### config.mk
export PLATFORM = sky130hd
export DESIGN_NAME = irq_ctrl
export DESIGN_NICKNAME = d
export VERILOG_FILES = /design/src/rtl/irq_ctrl.sv
export SDC_FILE = /design/constraint.sdc
export NUM_CORES = 1
export LEC_CHECK = 0
export BUFFER_PORTS_ARGS = -buffer_cell sky130_fd_sc_hd__buf_2
export CAP_MARGIN = 15
export CORE_ASPECT_RATIO = 0.8
export CORE_MARGIN = 2
export CORE_UTILIZATION = 48
export CTS_BUF_LIST = sky130_fd_sc_hd__clkbuf_16
export DETAILED_ROUTE_END_ITERATION = 7
export HOLD_SLACK_MARGIN = 0.06
export PLACE_DENSITY = 0.76
export RECOVER_POWER = 100
export SLEW_MARGIN = 15
export SYNTH_ARGS = -nofsm -noshare
export SYNTH_HDL_FRONTEND = slang
export SYNTH_SLANG_ARGS = --single-unit
### constraint.sdc
create_clock -name clk -period 1.5 [get_ports clk]
set_input_delay 0.075 -clock clk [delete_from_list [all_inputs] [get_ports clk]]
set_output_delay 0.075 -clock clk [all_outputs]
set_load 0.05 [all_outputs]
### src/rtl/irq_ctrl.sv
// Interrupt controller: per-source synchronisers, edge/level pending capture,
// CSR-mapped PEND/EN/MODE/PRIO registers and a registered request to the trap unit.
// Optional macro IRQ_CTRL_PRIO_EN adds a 2-bit priority per source (3 = highest);
// without it the lowest pending-and-enabled index wins.
module irq_ctrl #(
   parameter int unsigned NUM_IRQ   = 10,
   parameter int unsigned BASE_CODE = 16,
   parameter logic [11:0] CSR_PEND  = 12'h7C0,
   parameter logic [11:0] CSR_EN    = 12'h7C1,
   parameter logic [11:0] CSR_MODE  = 12'h7C2,
   parameter logic [11:0] CSR_PRIO  = 12'h7C3
) (
   input  logic               clk,
   input  logic               rst_n,
   input  logic [NUM_IRQ-1:0] irq_src,
   input  logic               csr_rd_en,
   input  logic               csr_wr_en,
   input  logic [11:0]        csr_addr,
   input  logic [31:0]        csr_wr_data,
   output logic [31:0]        csr_rd_data,
   input  logic               global_mie,
   output logic               irq_valid,
   output logic [3:0]         irq_id,
   output logic [31:0]        irq_cause,
   input  logic               irq_ack
);

   // Synchroniser chain and edge history
   logic [NUM_IRQ-1:0] sync1_q, sync2_q, hist_q;

   // Architectural registers
   logic [NUM_IRQ-1:0] pend_q, pend_d;
   logic [NUM_IRQ-1:0] en_q, en_d;
   logic [NUM_IRQ-1:0] mode_q, mode_d;
`ifdef IRQ_CTRL_PRIO_EN
   logic [2*NUM_IRQ-1:0] prio_q, prio_d;
   logic [1:0]           best_prio;
`endif

   // Request pipeline
   logic       irq_valid_q, irq_valid_d;
   logic [3:0] irq_id_q, irq_id_d;

   // Helpers
   logic               ack_eff;
   logic [NUM_IRQ-1:0] edge_det;
   logic [NUM_IRQ-1:0] ack_hit;
   logic [NUM_IRQ-1:0] csr_clr;
   logic [NUM_IRQ-1:0] cand;
   logic [3:0]         winner;
   logic               found;
   logic               take;
   logic               wr_pend, wr_en, wr_mode;
   logic               unused_wr_bits;

   // Write data bits beyond the implemented sources are intentionally dropped
   assign unused_wr_bits = ^csr_wr_data[31:NUM_IRQ];

   assign wr_pend = csr_wr_en && (csr_addr == CSR_PEND);
   assign wr_en   = csr_wr_en && (csr_addr == CSR_EN);
   assign wr_mode = csr_wr_en && (csr_addr == CSR_MODE);

   // An ack only counts while a request is actually being presented
   assign ack_eff = irq_ack && irq_valid_q;

   assign edge_det = sync2_q & ~hist_q;
   assign cand     = pend_q & en_q;

   // Synchroniser, history and register state
   always_ff @(posedge clk) begin
      if (!rst_n) begin
         sync1_q     <= '0;
         sync2_q     <= '0;
         hist_q      <= '0;
         pend_q      <= '0;
         en_q        <= '0;
         mode_q      <= '1;
         irq_valid_q <= 1'b0;
         irq_id_q    <= '0;
      end else begin
         sync1_q     <= irq_src;
         sync2_q     <= sync1_q;
         hist_q      <= sync2_q;
         pend_q      <= pend_d;
         en_q        <= en_d;
         mode_q      <= mode_d;
         irq_valid_q <= irq_valid_d;
         irq_id_q    <= irq_id_d;
      end
   end

`ifdef IRQ_CTRL_PRIO_EN
   // Priority register state
   always_ff @(posedge clk) begin
      if (!rst_n) begin
         prio_q <= '0;
      end else begin
         prio_q <= prio_d;
      end
   end
`endif

   // Pending next state: edge bits set on a new edge (set wins over clears),
   // level bits simply follow the synchronised line
   always_comb begin
      ack_hit = '0;
      csr_clr = '0;
      for (int i = 0; i < NUM_IRQ; i++) begin
         ack_hit[i] = ack_eff && (irq_id_q == 4'(i));
      end
      if (wr_pend) begin
         csr_clr = ~csr_wr_data[NUM_IRQ-1:0];
      end
      pend_d = (mode_q & (edge_det | (pend_q & ~(ack_hit | csr_clr))))
             | (~mode_q & sync2_q);
   end

   // Enable / mode / priority register updates
   always_comb begin
      en_d   = en_q;
      mode_d = mode_q;
      if (wr_en) begin
         en_d = csr_wr_data[NUM_IRQ-1:0];
      end
      if (wr_mode) begin
         mode_d = csr_wr_data[NUM_IRQ-1:0];
      end
`ifdef IRQ_CTRL_PRIO_EN
      prio_d = prio_q;
      if (csr_wr_en && (csr_addr == CSR_PRIO)) begin
         prio_d = csr_wr_data[2*NUM_IRQ-1:0];
      end
`endif
   end

   // Arbitration: strictly-greater comparison keeps ties on the lowest index
   always_comb begin
      winner = '0;
      found  = 1'b0;
      take   = 1'b0;
`ifdef IRQ_CTRL_PRIO_EN
      best_prio = '0;
`endif
      for (int i = 0; i < NUM_IRQ; i++) begin
`ifdef IRQ_CTRL_PRIO_EN
         take = cand[i] && (!found || (prio_q[2*i +: 2] > best_prio));
`else
         take = cand[i] && !found;
`endif
         if (take) begin
            found  = 1'b1;
            winner = 4'(i);
`ifdef IRQ_CTRL_PRIO_EN
            best_prio = prio_q[2*i +: 2];
`endif
         end
      end
   end

   // Request pipeline: one bubble after an accepted ack so arbitration sees cleared PEND
   always_comb begin
      irq_valid_d = global_mie && (|cand) && !ack_eff;
      irq_id_d    = winner;
   end

   // CSR read mux, zero-extended, 0 when not reading or address unknown
   always_comb begin
      csr_rd_data = '0;
      if (csr_rd_en) begin
         if (csr_addr == CSR_PEND) begin
            csr_rd_data = 32'(pend_q);
         end else if (csr_addr == CSR_EN) begin
            csr_rd_data = 32'(en_q);
         end else if (csr_addr == CSR_MODE) begin
            csr_rd_data = 32'(mode_q);
`ifdef IRQ_CTRL_PRIO_EN
         end else if (csr_addr == CSR_PRIO) begin
            csr_rd_data = 32'(prio_q);
`endif
         end
      end
   end

   assign irq_valid = irq_valid_q;
   assign irq_id    = irq_id_q;
   // Held at the base code while reset is asserted, independent of register contents
   assign irq_cause = rst_n ? {1'b1, 31'(BASE_CODE + 32'(irq_id_q))}
                            : {1'b1, 31'(BASE_CODE)};

endmodule

# Word-level counts from Yosys, hierarchy flattened
# Index checks and enable logic that the tools add are counted.
# op_classes
multipliers,0
shifts,0
magnitude_cmp,0
n_eq_ne,12
n_addsub,1
reduce_logical,38
div_mod_pow,0
muxes,24
n_bitwise,13
# ops
op,n
10-bit bitwise AND,5
10-bit 2-to-1 mux,5
10-bit NOT,4
12-bit by 11-bit equality test with 1-bit output (second input constant),3
4-bit 2-to-1 mux,8
10-bit OR,3
1-bit logical AND,25
4-bit by 3-bit equality test with 1-bit output (second input constant),4
1-bit zero test,10
1-bit 2-to-1 mux,10
10-bit OR reduction,1
4-bit by 2-bit equality test with 1-bit output (second input constant),2
4-bit equality test (second input constant),2
5-bit by 4-bit adder with 6-bit output (first input constant),1
6-bit 2-to-1 mux,1
4-bit by 1-bit equality test with 1-bit output (second input constant),1
4-bit zero test,1
3-bit OR reduction,1
1-bit NOT,1
# word_totals
latch_bits,0
ramBits,0
ff_bits,65
memories,0
input_bits,60
romBits,0
output_inout_bits,69

# Longest topological paths before layout
# depth
ltp_word,29
depth_mapped,6
mapped_depth_nobuf,4

# Worst setup path before layout
# No wires, ideal clock.
# synth_timing
kind,input port to output port
startpoint,input port csr_addr[11]
endpoint,output port csr_rd_data[0]
required_time_ps,1425
cell_stages,6
path_buffers,2
arrival_time_ps,1567
path_slack_ps,-142
cell_sequence,and4b_1 -> buf_2 -> and3_1 -> buf_6 -> nand2_1 -> a21oi_1
# synth_via
elab_chain_len,5
elab_cells_between_ends,7
classes_between,eq/ne (3); mux (4)
# synth_rtl
item,line_no,rtl
from (decl),18,"input logic [11:0] csr_addr,"
12-bit by 11-bit equality test with 1-bit output,174,end else if (csr_addr == CSR_MODE) begin
10-bit 2-to-1 mux,174,
10-bit 2-to-1 mux,172,end else if (csr_addr == CSR_EN) begin
10-bit 2-to-1 mux (*),170,if (csr_addr == CSR_PEND) begin
10-bit 2-to-1 mux (*),169,if (csr_rd_en) begin
to (decl),20,"output logic [31:0] csr_rd_data,"
# Every way passes the cells marked *; elsewhere a longest branch is shown, timed or not.

# Final worst setup path
# layout_timing
startpoint,input port csr_addr[3]
endpoint,output port csr_rd_data[2]
# Same word-level chain as after synthesis.

==> run_results.csv <==
group,metric,value,unit
flow_run,max_cap_viol_count,0,
power_and_ir_drop,power.internal,3.20,mW
clock_tree,cts.path.max_buffers,2,
timing,timing.final.hold_violations,0,
synth,yosysWarningCount,0,
critical_path,worst_setup_path_startpoint,"csr_addr[3]",
power_and_ir_drop,net-switching-power,1.19,mW
timing,achievable-frequency,690,MHz
clock_tree,cts_tree,"done",
die,core-area,6340,sq um
power_and_ir_drop,power.leakage,1.90,nW
drt,post_drt_wl_per_cell,13.4,microns
final_layout,most_frequent_cells_in_the_layout,"sky130_fd_sc_hd__dfxtp_1 (65), sky130_fd_sc_hd__nand2_1 (53), sky130_fd_sc_hd__conb_1 (50)",
synth,compound_cell_area_share_of_the_yosys_netlist,11.9,%
timing,max-slew-margin-rel,60.6,%
global_route,grt.total_usage,19.2,%
critical_path,critical_path.reg2reg.startpoint,"irq_id[0]$_SDFF_PN0_",
drt,via_count,2548,
drt,post_drt_via_cell_ratio,4.91,
critical_path,cp_max_fo,10,
power_and_ir_drop,totalPowerFinal,4.40,mW
global_route,first_global_vias,2229,
drt,antenna_violating_nets_left,0,
drt,detail_route.drc_violations,0,
synth,synth_top_family_by_area,"simple AND/OR/NAND/NOR gates",
critical_path,worst-endpoint-required,1.42,ns
power_and_ir_drop,power_density,1110,nW/um^2
synth,synth.yosys.seq_area_share,41.7,%
timing,max_slew.worst_pin.slew,0.594,ns
placement,dp.cells,481,
clock_tree,clock_tree.root_cell,"sky130_fd_sc_hd__clkbuf_16",
power_and_ir_drop,switching_share,27.2,%
placement,dp_hpwl,4610,microns
clock_tree,post_cts_buffers,0,
final_layout,area.growth.synth_to_final,27.2,%
synth,ys_types,37,
synth,async_reset_ff_share,0,%
synth,synth_xor_area_share,0,%
synth,dominantRegCellSynth,"sky130_fd_sc_hd__dfxtp_1",
placement,dpl_cell_area,3370,sq um
final_layout,drive_gt1_share,21.4,%
die,die_y,76.1,microns
die,dieArea,7160,sq um
critical_path,setup.reg_to_reg.worst_slack,0.18,ns
critical_path,cp-end-kind,"output port",
global_route,grt_start_max_net_pins,68,
critical_path,timing.setup.critical_path_class,"in2out",
synth,synth_simple_gate_area_share,25.2,%
power_and_ir_drop,power_frac_comb,11.7,%
timing,min_period_over_period,96.6,%
placement,place_ws,-0.0390,ns
synth,synth-adder-area-share,0,%
final_layout,antenna-diode-count,0,
timing,whs,0.0829,ns
final_layout,finish.utilization,62.5,%
critical_path,arrival,1.37,ns
clock_tree,htree_levels,3,
timing,final-max-slew-violation-count,0,
placement,numPortBuffers,56,
global_route,grt_first_pass_wirelength,10600,microns
timing,timing.setup.tns,0,ns
final_layout,fin_cells,519,
drt,drt-total-wl,6950,microns
synth,muxShareOfSynthArea,6.42,%
timing,final_critical_path_setup_slack,0.0508,ns
synth,combined_area_of_all_synthesized_cells,3120,sq um
critical_path,timing.critical_path.to,"csr_rd_data[2]",
synth,postSynthAreaPerCell,9.04,sq um
status,result_of_the_run,"completed",
power_and_ir_drop,seq_power_share,40.9,%
critical_path,reg2regPathDepth,5,
synth,syn-instance-count,345,
clock_tree,cts_made_buffers,9,
drt,detail_route.iter0.violations,174,
critical_path,worst_r2r_end,"pend_q[8]$_SDFF_PN0_",
drt,drtPass1Iterations,5,
critical_path,kind_of_start_point_of_the_critical_path,"input pin",
final_layout,final_net_count,490,
timing,unrepaired_setup_endpoints_after_global_routing,"no",
die,initial_utilization,49.2,%
min_path,hold_class,"in2reg",
synth,synth_register_bits,65,
clock_tree,path_clk_slew,0.05,ns
placement,gp_congestion,0.911,
timing,timing.final.setup_violations,0,
timing,fin_skew,0.00379,ns
global_route,globalRoute.totalOverflow,0,
die,die_width,94.1,microns
power_and_ir_drop,power.share.clock,47.4,%
die,boundaryPins,129,
die,row_count,26,
power_and_ir_drop,vdd_drop_max,770,uV
final_layout,post-route-cell-area,3970,sq um
global_route,antenna_found_initial,0,
clock_tree,clock_latency,0.33,ns
final_layout,layout.cells.most_common,"sky130_fd_sc_hd__dfxtp_1",
synth,edff_count_synth,0,
clock_tree,numClockSinks,65,
timing,clock_period_minus_final_worst_setup_slack,1.45,ns
Yosys cell counts, types with 2 or more instances:
cell type	number	share of area [%]
sky130_fd_sc_hd__conb_1	2	0.24
sky130_fd_sc_hd__dfxtp_1	65	42
sky130_fd_sc_hd__mux2i_1	20	6.4
sky130_fd_sc_hd__buf_4	53	13
sky130_fd_sc_hd__a22oi_1	3	0.72
sky130_fd_sc_hd__o21ai_1	10	1.6
sky130_fd_sc_hd__clkbuf_1	8	0.96
sky130_fd_sc_hd__nand3_1	11	1.8
sky130_fd_sc_hd__o21ai_0	3	0.48
sky130_fd_sc_hd__a21oi_1	13	2.1
sky130_fd_sc_hd__nor3_1	2	0.32
sky130_fd_sc_hd__a21o_1	2	0.48
sky130_fd_sc_hd__and4b_1	4	1.3
sky130_fd_sc_hd__nand4_1	2	0.40
sky130_fd_sc_hd__inv_1	2	0.24
sky130_fd_sc_hd__o211a_1	8	2.6
sky130_fd_sc_hd__nor2b_1	21	4.2
sky130_fd_sc_hd__a211oi_1	2	0.48
sky130_fd_sc_hd__and3_1	2	0.40
sky130_fd_sc_hd__and2_1	34	6.8
sky130_fd_sc_hd__a31oi_1	3	0.60
sky130_fd_sc_hd__nand2_1	53	6.4
sky130_fd_sc_hd__o2bb2ai_1	8	2.2
power by group through the flow:
stage / registers (mW) / clock network [mW] / logic, mW
after floorplan: 1.83 / 0 / 0.468
after global placement: 1.83 / 0 / 0.451
after detailed placement: 1.83 / 0 / 0.458
after CTS: 1.80 / 2.13 / 0.502
after global routing: 1.80 / 2.21 / 0.544
final: 1.80 / 2.08 / 0.514
worst max-delay path, cell delays in order:
cell                        delay (ns)
sky130_fd_sc_hd__buf_2            0.14
sky130_fd_sc_hd__nor4b_4          0.29
sky130_fd_sc_hd__and3_4           0.23
sky130_fd_sc_hd__buf_12           0.13
sky130_fd_sc_hd__o2bb2ai_1        0.12
sky130_fd_sc_hd__o211a_1          0.18
sky130_fd_sc_hd__buf_4            0.20
registers in the layout, summed over array words and instances, names as in the netlist:
| signal | flops |
|---|---|
| en_q | 10 |
| sync1_q | 10 |
| irq_valid | 1 |
| hist_q | 10 |
| mode_q | 10 |
| irq_id | 4 |
| sync2_q | 10 |
| pend_q | 10 |
cells by family (layout without fill, tap and decap cells):
kind of cell,count (synthesis),count (layout)
AOI/OAI and AO/OA,54,54
muxes,20,20
other,2,50
DFF,65,65
buffers and inverters,66,107
and+or+nand+nor,138,139
what timing repair did:
item / in CTS / in global routing
gates cloned: 0 / 1
gates resized for setup: 10 / 16
endpoints found under the hold margin: 39 / 0
hold buffers: 21 / 0
endpoints found under the setup margin: 10 / 10
pin swaps: 0 / 1
final cells by class:
type                       count  area, sq um
fill                         547         2380
multi-input combinational    263         1630
sequential                    65         1300
timing repair buffer          89          626
clock buffer                   9          225
tap                           84          105
clock inverter                 7         76.3
inverter                       2         7.51
how the worst min path moves through the flow:
stage,endpoint,depth (start not counted),startpoint,slack (ns)
floorplan,pend_q[0]$_SDFF_PN0_,2,csr_wr_data[0],0.20
global placement,sync1_q[9]$_SDFF_PN0_,2,irq_src[9],0.28
detailed placement,sync1_q[2]$_SDFF_PN0_,2,irq_src[2],0.28
CTS,irq_valid$_SDFF_PN0_,4,irq_ack,0.07
global route,irq_valid$_SDFF_PN0_,4,irq_ack,0.10
finish,irq_valid$_SDFF_PN0_,4,irq_ack,0.08
layer usage:
metal	vias to the layer above	routed length [microns]	track usage (%)
li1	1255	-	-
met1	1172	3140	25.5
met2	109	3190	29.6
met3	12	530	6.03
met4	0	89	6.38
met5	-	0	0
Power figures use the tool's default switching activity.
